==> src/rtl/rr_merge_pkg.sv <==
// Shared types and the round-robin pick helper for the handshake merge.
package rr_merge_pkg;

    // Default configuration of the merge.
    localparam int unsigned DEF_WIDTH = 5;
    localparam int unsigned DEF_N     = 3;
    localparam int unsigned DEF_DEPTH = 2;

    localparam int unsigned SRC_W = $clog2(DEF_N);
    localparam int unsigned OCC_W = $clog2(DEF_DEPTH) + 1;

    // Largest supported channel count and the index width that covers it.
    localparam int unsigned MAX_N = 8;
    localparam int unsigned IDX_W = 3;

    // FIFO payload: originating channel plus the channel's data word.
    typedef struct packed {
        logic [SRC_W-1:0]     src;
        logic [DEF_WIDTH-1:0] data;
    } entry_t;

    localparam int unsigned ENTRY_W = $bits(entry_t);

    // Result of a round-robin pick.
    typedef struct packed {
        logic             found;
        logic [IDX_W-1:0] idx;
    } pick_t;

    // First asserted valid at or after prio, scanning upward modulo n.
    function automatic pick_t rr_pick(
        input logic [MAX_N-1:0] valid,
        input logic [IDX_W-1:0] prio,
        input logic [IDX_W:0]   n
    );
        pick_t            r;
        logic [IDX_W-1:0] cand;
        r = '0;
        for (int unsigned k = 0; k < MAX_N; k++) begin
            cand = IDX_W'((32'(prio) + k) % 32'(n));
            if (k < 32'(n) && !r.found && valid[cand]) begin
                r.found = 1'b1;
                r.idx   = cand;
            end
        end
        return r;
    endfunction

endpackage

==> src/rtl/rr_merge_fifo.sv <==
// Small circular FIFO between the arbiter and the output port.
module rr_merge_fifo
    import rr_merge_pkg::*;
#(
    parameter int unsigned ENTRY_W = rr_merge_pkg::ENTRY_W,
    parameter int unsigned DEPTH   = DEF_DEPTH
) (
    input  logic                   CLK,
    input  logic                   ASYNCRESETN,
    input  logic                   push,
    input  logic                   pop,
    input  logic [ENTRY_W-1:0]     data_in,
    output logic [ENTRY_W-1:0]     data_out,
    output logic [$clog2(DEPTH):0] occupancy,
    output logic                   full,
    output logic                   empty
);

    localparam int unsigned PTR_W  = $clog2(DEPTH);
    localparam int unsigned FILL_W = PTR_W + 1;

    logic [ENTRY_W-1:0] mem_q [DEPTH];
    logic [PTR_W-1:0]   wr_ptr_q;
    logic [PTR_W-1:0]   rd_ptr_q;
    logic [FILL_W-1:0]  occ_q;

    logic push_ok_c;
    logic pop_ok_c;

    // Status flags straight from the fill register.
    assign full      = (occ_q == FILL_W'(DEPTH));
    assign empty     = (occ_q == '0);
    assign occupancy = occ_q;
    assign data_out  = mem_q[rd_ptr_q];

    // A full FIFO still takes a push when the head leaves in the same cycle.
    assign push_ok_c = push & (~full | pop);
    assign pop_ok_c  = pop & ~empty;

    // Storage array; cleared on reset so the head reads zero afterwards.
    always_ff @(posedge CLK or negedge ASYNCRESETN) begin
        if (!ASYNCRESETN) begin
            for (int i = 0; i < int'(DEPTH); i++) begin
                mem_q[i] <= '0;
            end
        end else if (push_ok_c) begin
            mem_q[wr_ptr_q] <= data_in;
        end
    end

    // Write pointer, wrapping from DEPTH-1 back to 0.
    always_ff @(posedge CLK or negedge ASYNCRESETN) begin
        if (!ASYNCRESETN) begin
            wr_ptr_q <= '0;
        end else if (push_ok_c) begin
            wr_ptr_q <= (wr_ptr_q == PTR_W'(DEPTH - 1)) ? '0 : wr_ptr_q + PTR_W'(1);
        end
    end

    // Read pointer, wrapping from DEPTH-1 back to 0.
    always_ff @(posedge CLK or negedge ASYNCRESETN) begin
        if (!ASYNCRESETN) begin
            rd_ptr_q <= '0;
        end else if (pop_ok_c) begin
            rd_ptr_q <= (rd_ptr_q == PTR_W'(DEPTH - 1)) ? '0 : rd_ptr_q + PTR_W'(1);
        end
    end

    // Fill count; simultaneous push and pop leave it unchanged.
    always_ff @(posedge CLK or negedge ASYNCRESETN) begin
        if (!ASYNCRESETN) begin
            occ_q <= '0;
        end else begin
            case ({push_ok_c, pop_ok_c})
                2'b10:   occ_q <= occ_q + FILL_W'(1);
                2'b01:   occ_q <= occ_q - FILL_W'(1);
                default: occ_q <= occ_q;
            endcase
        end
    end

endmodule

==> src/rtl/rr_handshake_merge.sv <==
// Round-robin merge of N ready/valid channels into one registered output stream.
module rr_handshake_merge
    import rr_merge_pkg::*;
#(
    parameter int unsigned WIDTH = DEF_WIDTH,
    parameter int unsigned N     = DEF_N,
    parameter int unsigned DEPTH = DEF_DEPTH
) (
    input  logic                   CLK,
    input  logic                   ASYNCRESETN,
    input  logic [N-1:0]           in_valid,
    output logic [N-1:0]           in_ready,
    input  logic [N*WIDTH-1:0]     in_data,
    output logic                   out_valid,
    input  logic                   out_ready,
    output logic [WIDTH-1:0]       out_data,
    output logic [$clog2(N)-1:0]   out_src,
    output logic [$clog2(DEPTH):0] occupancy
);

    localparam int unsigned SRC_BITS   = $clog2(N);
    localparam int unsigned ENTRY_BITS = SRC_BITS + WIDTH;

    logic [SRC_BITS-1:0]   prio_q;
    pick_t                 pick_c;
    logic [SRC_BITS-1:0]   grant_c;
    logic                  can_push_c;
    logic                  push_c;
    logic                  pop_c;
    logic                  fifo_full;
    logic                  fifo_empty;
    logic [ENTRY_BITS-1:0] fifo_din_c;
    logic [ENTRY_BITS-1:0] fifo_dout;

    // Arbitration: first requester at or after the priority pointer.
    always_comb begin
        pick_c  = rr_pick(MAX_N'(in_valid), IDX_W'(prio_q), (IDX_W + 1)'(N));
        grant_c = SRC_BITS'(pick_c.idx);
    end

    // Head is presented whenever the FIFO holds anything.
    assign out_valid  = ~fifo_empty;
    assign pop_c      = out_valid & out_ready;
    assign can_push_c = ~fifo_full | pop_c;

    // Ready goes only to the granted channel, and never while in reset.
    always_comb begin
        in_ready = '0;
        if (ASYNCRESETN && pick_c.found && can_push_c) begin
            in_ready[grant_c] = 1'b1;
        end
    end

    assign push_c     = |(in_valid & in_ready);
    assign fifo_din_c = {grant_c, in_data[32'(grant_c) * WIDTH +: WIDTH]};

    // Priority pointer moves just past the last accepted channel.
    always_ff @(posedge CLK or negedge ASYNCRESETN) begin
        if (!ASYNCRESETN) begin
            prio_q <= '0;
        end else if (push_c) begin
            prio_q <= (32'(grant_c) == N - 1) ? '0 : grant_c + SRC_BITS'(1);
        end
    end

    rr_merge_fifo #(
        .ENTRY_W (ENTRY_BITS),
        .DEPTH   (DEPTH)
    ) u_fifo (
        .CLK         (CLK),
        .ASYNCRESETN (ASYNCRESETN),
        .push        (push_c),
        .pop         (pop_c),
        .data_in     (fifo_din_c),
        .data_out    (fifo_dout),
        .occupancy   (occupancy),
        .full        (fifo_full),
        .empty       (fifo_empty)
    );

    // Split the head entry back into source index and payload.
    assign out_data = fifo_dout[WIDTH-1:0];
    assign out_src  = fifo_dout[ENTRY_BITS-1 -: SRC_BITS];

endmodule

==> config.mk <==
export PLATFORM = sky130hd
export DESIGN_NAME = rr_handshake_merge
export DESIGN_NICKNAME = d
export VERILOG_FILES = /design/src/rtl/rr_merge_pkg.sv /design/src/rtl/rr_merge_fifo.sv /design/src/rtl/rr_handshake_merge.sv
export SDC_FILE = /design/constraint.sdc
export NUM_CORES = 1
export LEC_CHECK = 0
export CAP_MARGIN = 40
export CORE_AREA = 2 2 66 53
export DETAILED_ROUTE_END_ITERATION = 10
export DIE_AREA = 0 0 68 55
export PLACE_DENSITY_LB_ADDON = 0.08
export SLEW_MARGIN = 10
export SYNTH_ARGS = -nofsm -noshare
export SYNTH_HDL_FRONTEND = slang
export SYNTH_SLANG_ARGS = --single-unit
==> constraint.sdc <==
create_clock -name CLK -period 5.15 [get_ports CLK]
set_input_delay 0.515 -clock CLK [delete_from_list [all_inputs] [get_ports CLK]]
set_output_delay 0.515 -clock CLK [all_outputs]
set_load 0.02 [all_outputs]
; ---- Word-level counts from Yosys, hierarchy flattened
; Cells that the tools add are included.
[totals]
regBits = 20
elab_cells = 72
in_bits = 21
[classes]
div = 3
n_addsub = 7
reduce_logical = 11
n_mux = 22
n_shift = 1
bitwise = 9
multipliers = 1
n_lt_le_gt_ge = 8
eq_ne = 4
[op_table]
columns = cell, n
row1 = $mod A32 B2 Y32 const B, 2
row2 = $mod A2 B2 Y32 const B, 1
row3 = $mux W7, 4
row4 = $shiftx A15 B6 Y5, 1
row5 = $bwmux W14, 1
row6 = $lt A3 B4 Y1 const B, 3
row7 = $mux W4, 3
row8 = $bmux W1 S3, 3
row9 = $demux W7 S1, 1
row10 = $eq A2 B2 Y1 const B, 3
row11 = $logic_and A1 B1 Y1, 6
row12 = $mux W1, 6
row13 = $mul A2 B3 Y5 const B, 1
row14 = $add A2 B1 Y2 const B, 2
row15 = $ge A2 B2 Y1 const B, 2
row16 = $not A1 Y2, 2
row17 = $pmux W2 S2, 1
row18 = $add A2 B1 Y3 const B, 1
row19 = $add A2 B2 Y3 const B, 1
row20 = $and A1 B1 Y1, 3
row21 = $and A3 B3 Y3, 1
row22 = $lt A2 B3 Y1 const B, 1
row23 = $mux W3, 1
row24 = $reduce_or A3 Y1, 1
row25 = other kinds (12), 15

; ---- Depth between registers and ports, before layout
; Gate-level depths: netlist of the first run.
[logic_depth]
depth_word = 20
mapped_depth = 11
mapped_depth_nobuf = 10

; ---- Modules after synthesis
; A second synthesis of the first run with hierarchy kept.
[unflattened]
cells_unflattened = 120
area_unflattened_um2 = 1387.6
[modules_own_cells]
columns = mod, cells_each, area_each_um2, instances, seq_area_each_um2
row1 = rr_merge_fifo, 55, 822.0, 1, 450.4
row2 = rr_handshake_merge, 65, 565.5, 1, 50.0

; ---- Worst setup path after synthesis of the first run
; No wires, ideal clock.
[synth_path]
path_kind = reg-to-output
startpoint = register prio_q[0]
endpoint = output port in_ready[0]
t_arrival_ns = 2.338
path_slack_ns = 2.297
stages_incl_launch_ff = 9
n_path_buf = 0
required_ns = 4.635
path_cell_list = dfrtp_1 > inv_1 > ha_1 > ha_1 > or3b_1 > a41oi_2 > nand2b_1 > o2bb2ai_2 > nor3_1
[synth_via]
elab_chain_len = 15
[synth_lines]
columns = item, line_no
row1 = "start, declared", rr_handshake_merge.sv:24  ; logic [SRC_BITS-1:0] prio_q;
row2 = "start signal, assigned", rr_handshake_merge.sv:62  ; prio_q <= (32'(grant_c) == N - 1) ? '0 : grant_c + SRC_BITS'(1);
row3 = "parallel branches: the longest is 9 deep, another holds $mod A32 B2 Y32", -
row4 = $mux W4 *, rr_merge_pkg.sv:41  ; if (k < 32'(n) && !r.found && valid[cand]) begin
row5 = $lt A2 B3 Y1 (not written as such) / $ge A2 B1 Y1 (equally long branches), rr_handshake_merge.sv:50  ; in_ready[grant_c] = 1'b1;
row6 = $logic_and A1 B1 Y1 (not written as such), rr_handshake_merge.sv:50
row7 = $mux W1 (not written as such), rr_handshake_merge.sv:50
row8 = $demux W1 S2, rr_handshake_merge.sv:50
row9 = $mux W3 *, rr_handshake_merge.sv:49  ; if (ASYNCRESETN && pick_c.found && can_push_c) begin
row10 = "end, declared", rr_handshake_merge.sv:12  ; output logic [N-1:0] in_ready,
; Every way passes the cells marked *. The select of a mux whose other input is x is not followed.

; ---- Final worst setup path of the first run
; Ends and elaborated chain as after synthesis.

==> results of run 1 <==
sequential cells by signal, summed over array words and instances (netlist names):
register / flops
u_fifo.mem_q: 14
prio_q: 2
u_fifo.occupancy: 2
u_fifo.rd_ptr_q: 1
u_fifo.wr_ptr_q: 1
final timing paths:
kind | endpoint | cells past startpoint | from | slack [ns]
worst min register to register | u_fifo.mem_q[5] | 2 | u_fifo.mem_q[5] | 0.50
min in group asynchronous | u_fifo.mem_q[8] | 2 | ASYNCRESETN | 0.59
worst min-delay path | u_fifo.mem_q[5] | 2 | u_fifo.mem_q[5] | 0.50
worst max register to register | u_fifo.mem_q[2] | 9 | prio_q[0] | 2.39
max in group asynchronous | u_fifo.mem_q[13] | 2 | ASYNCRESETN | 4.34
worst max-delay path | in_ready[0] | 9 | prio_q[0] | 1.26
metrics by stage:
step,instances,power [W]
2_1_floorplan,124,0.000857
3_3_place_gp,194,0.00108
3_5_place_dp,194,0.00110
4_1_cts,198,0.00126
5_1_grt,198,0.00136
6_report,198,0.00126
power groups by stage:
stage | clock network, W | logic, W | registers, W
2_1_floorplan | 0 | 0.000571 | 0.000286
3_3_place_gp | 0 | 0.000777 | 0.000298
3_5_place_dp | 0 | 0.000795 | 0.000305
4_1_cts | 0.000158 | 0.000800 | 0.000302
5_1_grt | 0.000168 | 0.000877 | 0.000314
6_report | 0.000157 | 0.000805 | 0.000302
cell usage in the layout, fill, tap and decap left out, types with 2 or more instances in the layout:
cell              n
clkbuf_8          3
mux2_4            2
clkdlybuf4s50_1  33
mux2_2           10
a21o_1            2
dfrtp_1          20
a2bb2oi_1        10
nand3b_1          7
xnor2_1           2
inv_1             6
nor2b_1           2
xor2_1            2
a221oi_1         11
nor2_1            6
nand2_1           6
mux2i_1           2
o211ai_2          2
ha_1              9
o21ai_0           3
per-layer routing:
layer  global-route usage [%]  share of wire, %  vias to the layer above
li1                         -                 -                      542
met1                     28.5                45                      589
met2                     30.7                47                       56
met3                     5.06               6.7                        8
met4                     5.67               1.2                        0
met5                        0                 0                        -
critical path, delay by kind of cell (launching register included):
| family | cells | cell delay, ns |
|---|---|---|
| AO/OA/AOI/OAI | 2 | 0.56 |
| adder cells (fa/ha/maj) | 2 | 0.58 |
| buffers and inverters | 2 | 0.78 |
| flip-flops | 1 | 0.42 |
| AND/OR/NAND/NOR | 3 | 0.77 |
cell families after synthesis:
kind of cell | after synthesis | synth area share (%)
DFF | 20 | 36.7
adders and majority gates | 9 | 8.25
xor gates and xnor gates | 4 | 2.57
buffers and inverters | 10 | 3.48
AOI/OAI and AO/OA | 39 | 25.2
muxes | 14 | 11.9
and+or+nand+nor | 28 | 11.9
layout make-up:
class | count | area [µm²] | share of cell area [%]
Sequential cell | 20 | 500 | 27.8
Inverter | 6 | 22.5 | 1.25
Multi-Input combinational cell | 94 | 817 | 45.4
Tap cell | 40 | 50.0 | 2.78
Clock buffer | 3 | 41.3 | 2.29
Timing Repair Buffer | 34 | 338 | 18.8
Clock inverter | 1 | 30.0 | 1.67
==> impl_metrics.yaml, run 1 <==
drt:
  ant_nets: 0
  vias: 1195
  vias_per_cell: 6.04
  route.detailed.drc: 0
  routedWlPerCell_um: 17.8
  firstDrtPassIters: 5
  drt_iter0_markers: 93
  routed_wl_mm: 3.52
placed_design:
  place_area_um2: 1730
  io_buffers: 33
  gp_congestion: 0.927
  dpl_worst_slack_ns: 1.52
  dp_hpwl_mm: 2.55
grt:
  grt_max_degree: 22
  grt_pass1_wl_mm: 5.46
  grt_pass1_vias: 1122
  overflow: 0
  grt_usage_pct: 20.2
  antenna_found_initial: 0
floorplan:
  dieHeight_um: 55
  core_area_um2: 3110
  die_w_um: 68
  io_pins: 34
  die_area_um2: 3740
  start_util_pct: 43.9
  num_rows: 18
synthesis:
  yosysMostFrequentCell: "dfrtp_1"
  yosys.area.top_type: "dfrtp_1"
  avgSynthCellArea_um2: 11.0
  synth_cell_types: 38
  ys_async_sr_fraction_pct: 100
  syn_area_um2: 1370
  synth_top_area_share_pct: 36.7
  synth-seq-area-share_pct: 36.7
  yosys-top-cells-area: "dfrtp_1, ha_1, mux2_2"
  netlist_top_cells_count: "dfrtp_1, a221oi_1, a2bb2oi_1, mux2_2, ha_1"
  yosys_register_bits: 20
  synth-edff-count: 0
  syn_inst: 124
  yosys_warnings: 0
  synth_ff_type: "dfrtp_1"
  synthesis.nets: 154
clock_tree:
  cts_buffers: 3
  clk_latency_ns: 0.26
  holdBufCountCts: 0
  cts.path.max_buffers: 2
  htreeDepth: 1
  clkSinkCount: 20
  cts_root_buf: "clkbuf_8"
  clk_pin_slew_ns: 0.07
  cts_resized: 0
  tritoncts: "yes"
  post-cts-setup-buffers: 0
finish:
  final_util_pct: 57.9
  fin_nets: 189
  stdcell_area_um2: 1800
  drive_gt1_share_pct: 15.8
  fill_cells: 268
  syn2layout_area_growth_pct: 31.8
  antenna_cells: 0
sta:
  drv_slew: 0
  timing.final.crit_share_pct: 75.6
  tns_ns: 0
  tightest_slew_ns: 0.828
  min_period_ns: 3.89
  fin_hold_ws_ns: 0.498
  setup_ws_ns: 1.26
  fmax_mhz: 257
  fin_skew_ns: 0.00484
  rsz0062_at_grt: "no"
  hold_viol_final: 0
  relSlewSlack_pct: 44.5
  finalSetupViolations: 0
setup_path:
  cp-start-kind: "flop"
  slowest_delay_ns: 0.66
  crit_path_max_fanout: 19
  crit_chain: "inv_1 > ha_1 > ha_1 > or3b_1 > a41oi_2 > nand2b_1 > o2bb2ai_2 > nor3_1 > clkdlybuf4s50_1"
  cp.required_ns: 4.64
  crit_path_frequent_cell: "ha_1"
  crit_type: "reg2out"
  critical_path.slowest_cell: "clkdlybuf4s50_1"
  worstPathArrival_ns: 3.38
  end_kind: "output port"
power:
  p_sw_share_pct: 43.6
  leakagePower_nw: 0.767
  p_clk_share_pct: 12.4
  p_sw_w: 0.000551
  comb_power_share_pct: 63.7
  p_per_area_nw_per_um2: 703
  intPower_w: 0.000713
  sequentialPowerShare_pct: 23.9
  ir_drop_mv: 0.419
job:
  cap_violations: 0
status:
  status: "finished, final reports clean"
worst_hold_path:
  hold_class: "reg2reg"
(Power assumes the default switching activity.)
==> run 2, diff against run 1 <==
CORE_AREA = 2 2 68 54   (was 2 2 66 53)
DIE_AREA = 0 0 70 56   (was 0 0 68 55)
clock period = 3.1 ns   (was 5.15 ns; I/O delays follow)
==> run 2 against run 1 <==
Core utilization is 0.72 points higher. Hold slack lost 0.0061 ns. Combinational power is 80% higher. Cell count is 5.1% higher. Sequential share of layout area fell by 1.1 points. Power up 69%. Sequential cell count unchanged. Die area is 4.8% higher. Register-to-register slack lost 1.9 ns. Critical path depth grew 1. Worst setup slack worse by 1.1 ns.
==> impl_metrics.yaml, run 2 (synthesis gave the netlist of run 1 again) <==
grt:
  grt_max_degree: 21
  grt_usage_pct: 18.3
  grt_pass1_vias: 1162
  grt_pass1_wl_mm: 5.78
  overflow: 0
  antenna_found_initial: 0
setup_path:
  cp.required_ns: 2.79
  crit_path_max_fanout: 18
  crit_path_frequent_cell: "buf_4"
  cp-start-kind: "flop"
  end_kind: "output port"
  slowest_delay_ns: 0.40
  critical_path.slowest_cell: "dfrtp_1"
  worstPathArrival_ns: 2.65
  crit_type: "reg2out"
  crit_chain: "buf_4 > ha_1 > ha_2 > or3b_1 > a41oi_2 > nand2b_1 > o2bb2ai_2 > buf_4 > nor2b_1 > dlygate4sd2_1"
clock_tree:
  clk_pin_slew_ns: 0.07
  clk_latency_ns: 0.25
  holdBufCountCts: 0
  cts_root_buf: "clkbuf_8"
  htreeDepth: 1
  cts_buffers: 3
  clkSinkCount: 20
  tritoncts: "yes"
  cts.path.max_buffers: 2
placed_design:
  gp_congestion: 0.842
  dp_hpwl_mm: 2.60
  dpl_worst_slack_ns: 0.0435
  dp.cells: 202
  io_buffers: 33
floorplan:
  die_w_um: 70
  io_pins: 34
  num_rows: 18
  start_util_pct: 42.7
  dieHeight_um: 56
  die_area_um2: 3920
  core_area_um2: 3200
power:
  p_sw_w: 0.000933
  sequentialPowerShare_pct: 23.1
  leakagePower_nw: 0.817
  p_clk_share_pct: 9.0
  p_sw_share_pct: 43.6
  ir_drop_mv: 0.574
  power_w: 0.00214
  comb_power_share_pct: 67.9
  p_per_area_nw_per_um2: 1140
  intPower_w: 0.00121
sta:
  drv_slew: 0
  finalSetupViolations: 0
  relSlewSlack_pct: 67.1
  hold_viol_final: 0
  tns_ns: 0
  timing.final.crit_share_pct: 95.4
  fmax_mhz: 338
  tightest_slew_ns: 0.492
  setup_ws_ns: 0.142
  rsz0062_at_grt: "no"
  fin_skew_ns: 0.00420
  min_period_ns: 2.96
finish:
  fin_nets: 199
  final_util_pct: 58.6
  largest_reg_flops: 14
  syn2layout_area_growth_pct: 37.3
  final_common_cell: "clkdlybuf4s50_1"
  fill_cells: 273
  antenna_cells: 0
  largest-register: "u_fifo.mem_q"
  instances_no_fill: 208
  drive_gt1_share_pct: 23.8
  final_cell_mix: "clkdlybuf4s50_1, dfrtp_1, a221oi_1, buf_4"
drt:
  ant_nets: 0
  route.detailed.drc: 0
  vias: 1179
  routedWlPerCell_um: 17.0
  drt_iter0_markers: 63
  vias_per_cell: 5.67
  routed_wl_mm: 3.54
  firstDrtPassIters: 4
job:
  cap_violations: 0
status:
  status: "finished, final reports clean"
worst_hold_path:
  hold_class: "in2async"
[run 2: changes by cell type in the layout (fill, tap and decap cells not counted), moves of 3 or more]
| cell | previous run | this run |
|---|---|---|
| clkdlybuf4s50_1 | 33 | 30 |
| dlygate4sd2_1 | 0 | 3 |
| buf_4 | 1 | 11 |
| ha_2 | 0 | 3 |
| ha_1 | 9 | 6 |
[run 2: layer usage]
layer / routed length [µm] / vias to the layer above / track usage [%]
li1: - / 567 / -
met1: 1750 / 566 / 27.9
met2: 1540 / 44 / 27.2
met3: 232 / 2 / 4.17
met4: 10 / 0 / 1.65
met5: 0 / - / 0
[run 2: worst paths after layout]
| check | end | start | slack, ns | depth (start not counted) |
|---|---|---|---|---|
| max | in_ready[2] | prio_q[0] | 0.14 | 10 |
| min | u_fifo.mem_q[0] | ASYNCRESETN | 0.49 | 2 |
| max reg2reg | u_fifo.occupancy[1] | prio_q[1] | 0.54 | 10 |
| min reg2reg | u_fifo.mem_q[12] | u_fifo.mem_q[12] | 0.50 | 2 |
| max in group asynchronous | u_fifo.mem_q[3] | ASYNCRESETN | 2.39 | 2 |
| min in group CLK | u_fifo.mem_q[12] | u_fifo.mem_q[12] | 0.50 | 2 |
[run 2: through the flow]
step | cell area, µm² | hold slack [ns]
CTS | 1850 | 0.490
detailed placement | 1790 | 0.473
global route | 1870 | 0.501
global placement | 1790 | 0.458
floorplan | 1370 | 0.0144
finish | 1870 | 0.492
[run 2: repair_timing]
item,CTS,global route
endpoints found under the hold margin,0,0
gates cloned,0,0
pin swaps,0,1
setup endpoints to repair,3,3
gates resized for setup,3,6
buffers inserted,1,1
[run 2: worst max-delay path: cells and delay by family, from the launching register on]
kind	cells	cell delay [ns]
adder cells (fa/ha/maj)	2	0.39
AND/OR/NAND/NOR	3	0.61
flip-flops	1	0.40
AO/OA/AOI/OAI	2	0.34
buffers and inverters	3	0.66
[run 2: area by class of cell]
| type | count | area (µm²) | share of cell area [%] |
|---|---|---|---|
| Clock buffer | 4 | 55.1 | 2.94 |
| Inverter | 6 | 22.5 | 1.20 |
| Multi-Input combinational cell | 94 | 837 | 44.7 |
| Sequential cell | 20 | 500 | 26.7 |
| Tap cell | 40 | 50.0 | 2.67 |
| Timing Repair Buffer | 44 | 409 | 21.8 |
[run 2: power by group through the flow]
stage | logic (W) | clock network, W | registers, W
after global placement | 0.00139 | 0 | 0.000492
after detailed placement | 0.00141 | 0 | 0.000501
after CTS | 0.00141 | 0.000201 | 0.000493
after global routing | 0.00157 | 0.000214 | 0.000513
after floorplan | 0.000949 | 0 | 0.000475
final | 0.00145 | 0.000192 | 0.000496
==> run 3, diff against run 2 <==
GPL_TIMING_DRIVEN = 0   (was unset)
==> run 3 against run 2 <==
Critical path depth shrank 1. Power grew 3.9%. First-iteration DRC count shrank 1.6%. Highest routed layer unchanged. Critical endpoint is now in_ready[0]. Cell count shrank 1.9%. Sequential cell count is the same. Maximum frequency grew 0.23%.
==> impl_metrics.yaml, run 3 (synthesis gave the netlist of run 1 again) <==
setup_path:
  crit_path_frequent_cell: "ha_1"
  slowest_delay_ns: 0.39
  end_kind: "output port"
  critical_path.slowest_cell: "dfrtp_1"
  crit_chain: "buf_4 > ha_1 > ha_1 > or3b_1 > a41oi_2 > nand2b_1 > o2bb2ai_4 > nor3_2 > clkdlybuf4s15_2"
  crit_type: "reg2out"
  worstPathArrival_ns: 2.64
  crit_path_max_fanout: 10
  cp.required_ns: 2.79
  cp-start-kind: "flop"
placed_design:
  place_area_um2: 1760
  io_buffers: 33
  gp_congestion: 0.914
  dp_hpwl_mm: 2.59
finish:
  stdcell_area_um2: 1890
  drive_gt1_share_pct: 23.2
  final_common_cell: "clkdlybuf4s50_1"
  largest_reg_flops: 14
  final_cell_mix: "clkdlybuf4s50_1, dfrtp_1, mux2_2, a221oi_1, a2bb2oi_1"
  fin_nets: 195
  antenna_cells: 0
  final_util_pct: 59.0
  largest-register: "u_fifo.mem_q"
  syn2layout_area_growth_pct: 38.1
power:
  leakagePower_nw: 0.803
  power_w: 0.00222
  p_per_area_nw_per_um2: 1180
  ir_drop_mv: 0.558
grt:
  grt_usage_pct: 19.0
  grt_max_degree: 20
  grt_pass1_vias: 1196
  grt_pass1_wl_mm: 5.98
  overflow: 0
  antenna_found_initial: 0
floorplan:
  io_pins: 34
  die_area_um2: 3920
  start_util_pct: 42.7
  core_area_um2: 3200
  die_w_um: 70
  num_rows: 18
  dieHeight_um: 56
drt:
  drt_iter0_markers: 62
  routed_wl_mm: 3.56
  vias: 1174
  ant_nets: 0
  route.detailed.drc: 0
  vias_per_cell: 5.75
  routedWlPerCell_um: 17.4
  firstDrtPassIters: 4
sta:
  hold_viol_final: 0
  fin_skew_ns: 0.00200
  timing.final.crit_share_pct: 95.2
  relSlewSlack_pct: 50.4
  finalSetupViolations: 0
  min_period_ns: 2.95
  tightest_slew_ns: 0.737
  fmax_mhz: 339
  rsz0062_at_grt: "no"
  drv_slew: 0
clock_tree:
  clkSinkCount: 20
  holdBufCountCts: 0
  htreeDepth: 1
  cts.path.max_buffers: 2
  clk_pin_slew_ns: 0.07
  cts_buffers: 3
  clk_latency_ns: 0.25
  cts_root_buf: "clkbuf_8"
  tritoncts: "yes"
job:
  cap_violations: 0
worst_hold_path:
  hold_class: "in2async"
status:
  status: "finished, final reports clean"
[run 3: repair_timing]
item / 4_1_cts / 5_1_grt
pin swaps: 1 / 1
buffers inserted: 2 / 0
resized for setup: 9 / 9
endpoints found under the setup margin: 3 / 3
[run 3: worst paths after layout]
kind,start,to,slack (ns),depth (start not counted)
min reg2reg,u_fifo.mem_q[12],u_fifo.mem_q[12],0.50,2
max in group asynchronous,ASYNCRESETN,prio_q[1],2.46,2
min,ASYNCRESETN,u_fifo.mem_q[1],0.25,1
min in group CLK,u_fifo.mem_q[12],u_fifo.mem_q[12],0.50,2
max,prio_q[0],in_ready[0],0.15,9
max reg2reg,prio_q[0],u_fifo.mem_q[3],0.51,10
[run 3: report_power, final]
| part | switching, W | internal, W |
|---|---|---|
| clock network | 0.0000845 | 0.000172 |
| registers | 0.0000808 | 0.000391 |
| logic | 0.000796 | 0.000700 |
| total | 0.000961 | 0.00126 |
[run 3: per-layer routing]
layer	track usage, %	up-vias	routed length [µm]
li1	-	559	-
met1	24.9	574	1680
met2	32.1	39	1630
met3	5.25	2	236
met4	2.47	0	10
met5	0	-	0
[run 3: stage by stage]
stage | hold slack, ns | instances | setup TNS, ns | worst slack, ns
2_1_floorplan | 0.0144 | 124 | 0 | 0.452
3_3_place_gp | 0.460 | 197 | -0.983 | -0.450
3_5_place_dp | 0.481 | 198 | -0.429 | -0.196
4_1_cts | 0.258 | 204 | -0.0805 | -0.0673
5_1_grt | 0.254 | 204 | 0 | 0.0255
6_report | 0.252 | 204 | 0 | 0.149
[run 3: critical path: cells and delay by family, from the launching register on]
family                     cells  cell delay (ns)
adders and majority gates      2             0.44
buffers and inverters          2             0.44
AOI/OAI and AO/OA              2             0.43
and+or+nand+nor                3             0.70
DFF                            1             0.39
[run 3: layout make-up]
| class | count | area, µm² |
|---|---|---|
| clock buffers | 3 | 41.3 |
| well taps | 40 | 50.0 |
| flip-flops and latches | 20 | 502 |
| multi-input cells | 94 | 853 |
| repair buffers | 36 | 355 |
| inverters | 6 | 22.5 |
| clock inverters | 1 | 30.0 |
| plain buffers | 4 | 31.3 |
| fillers | 275 | 1310 |
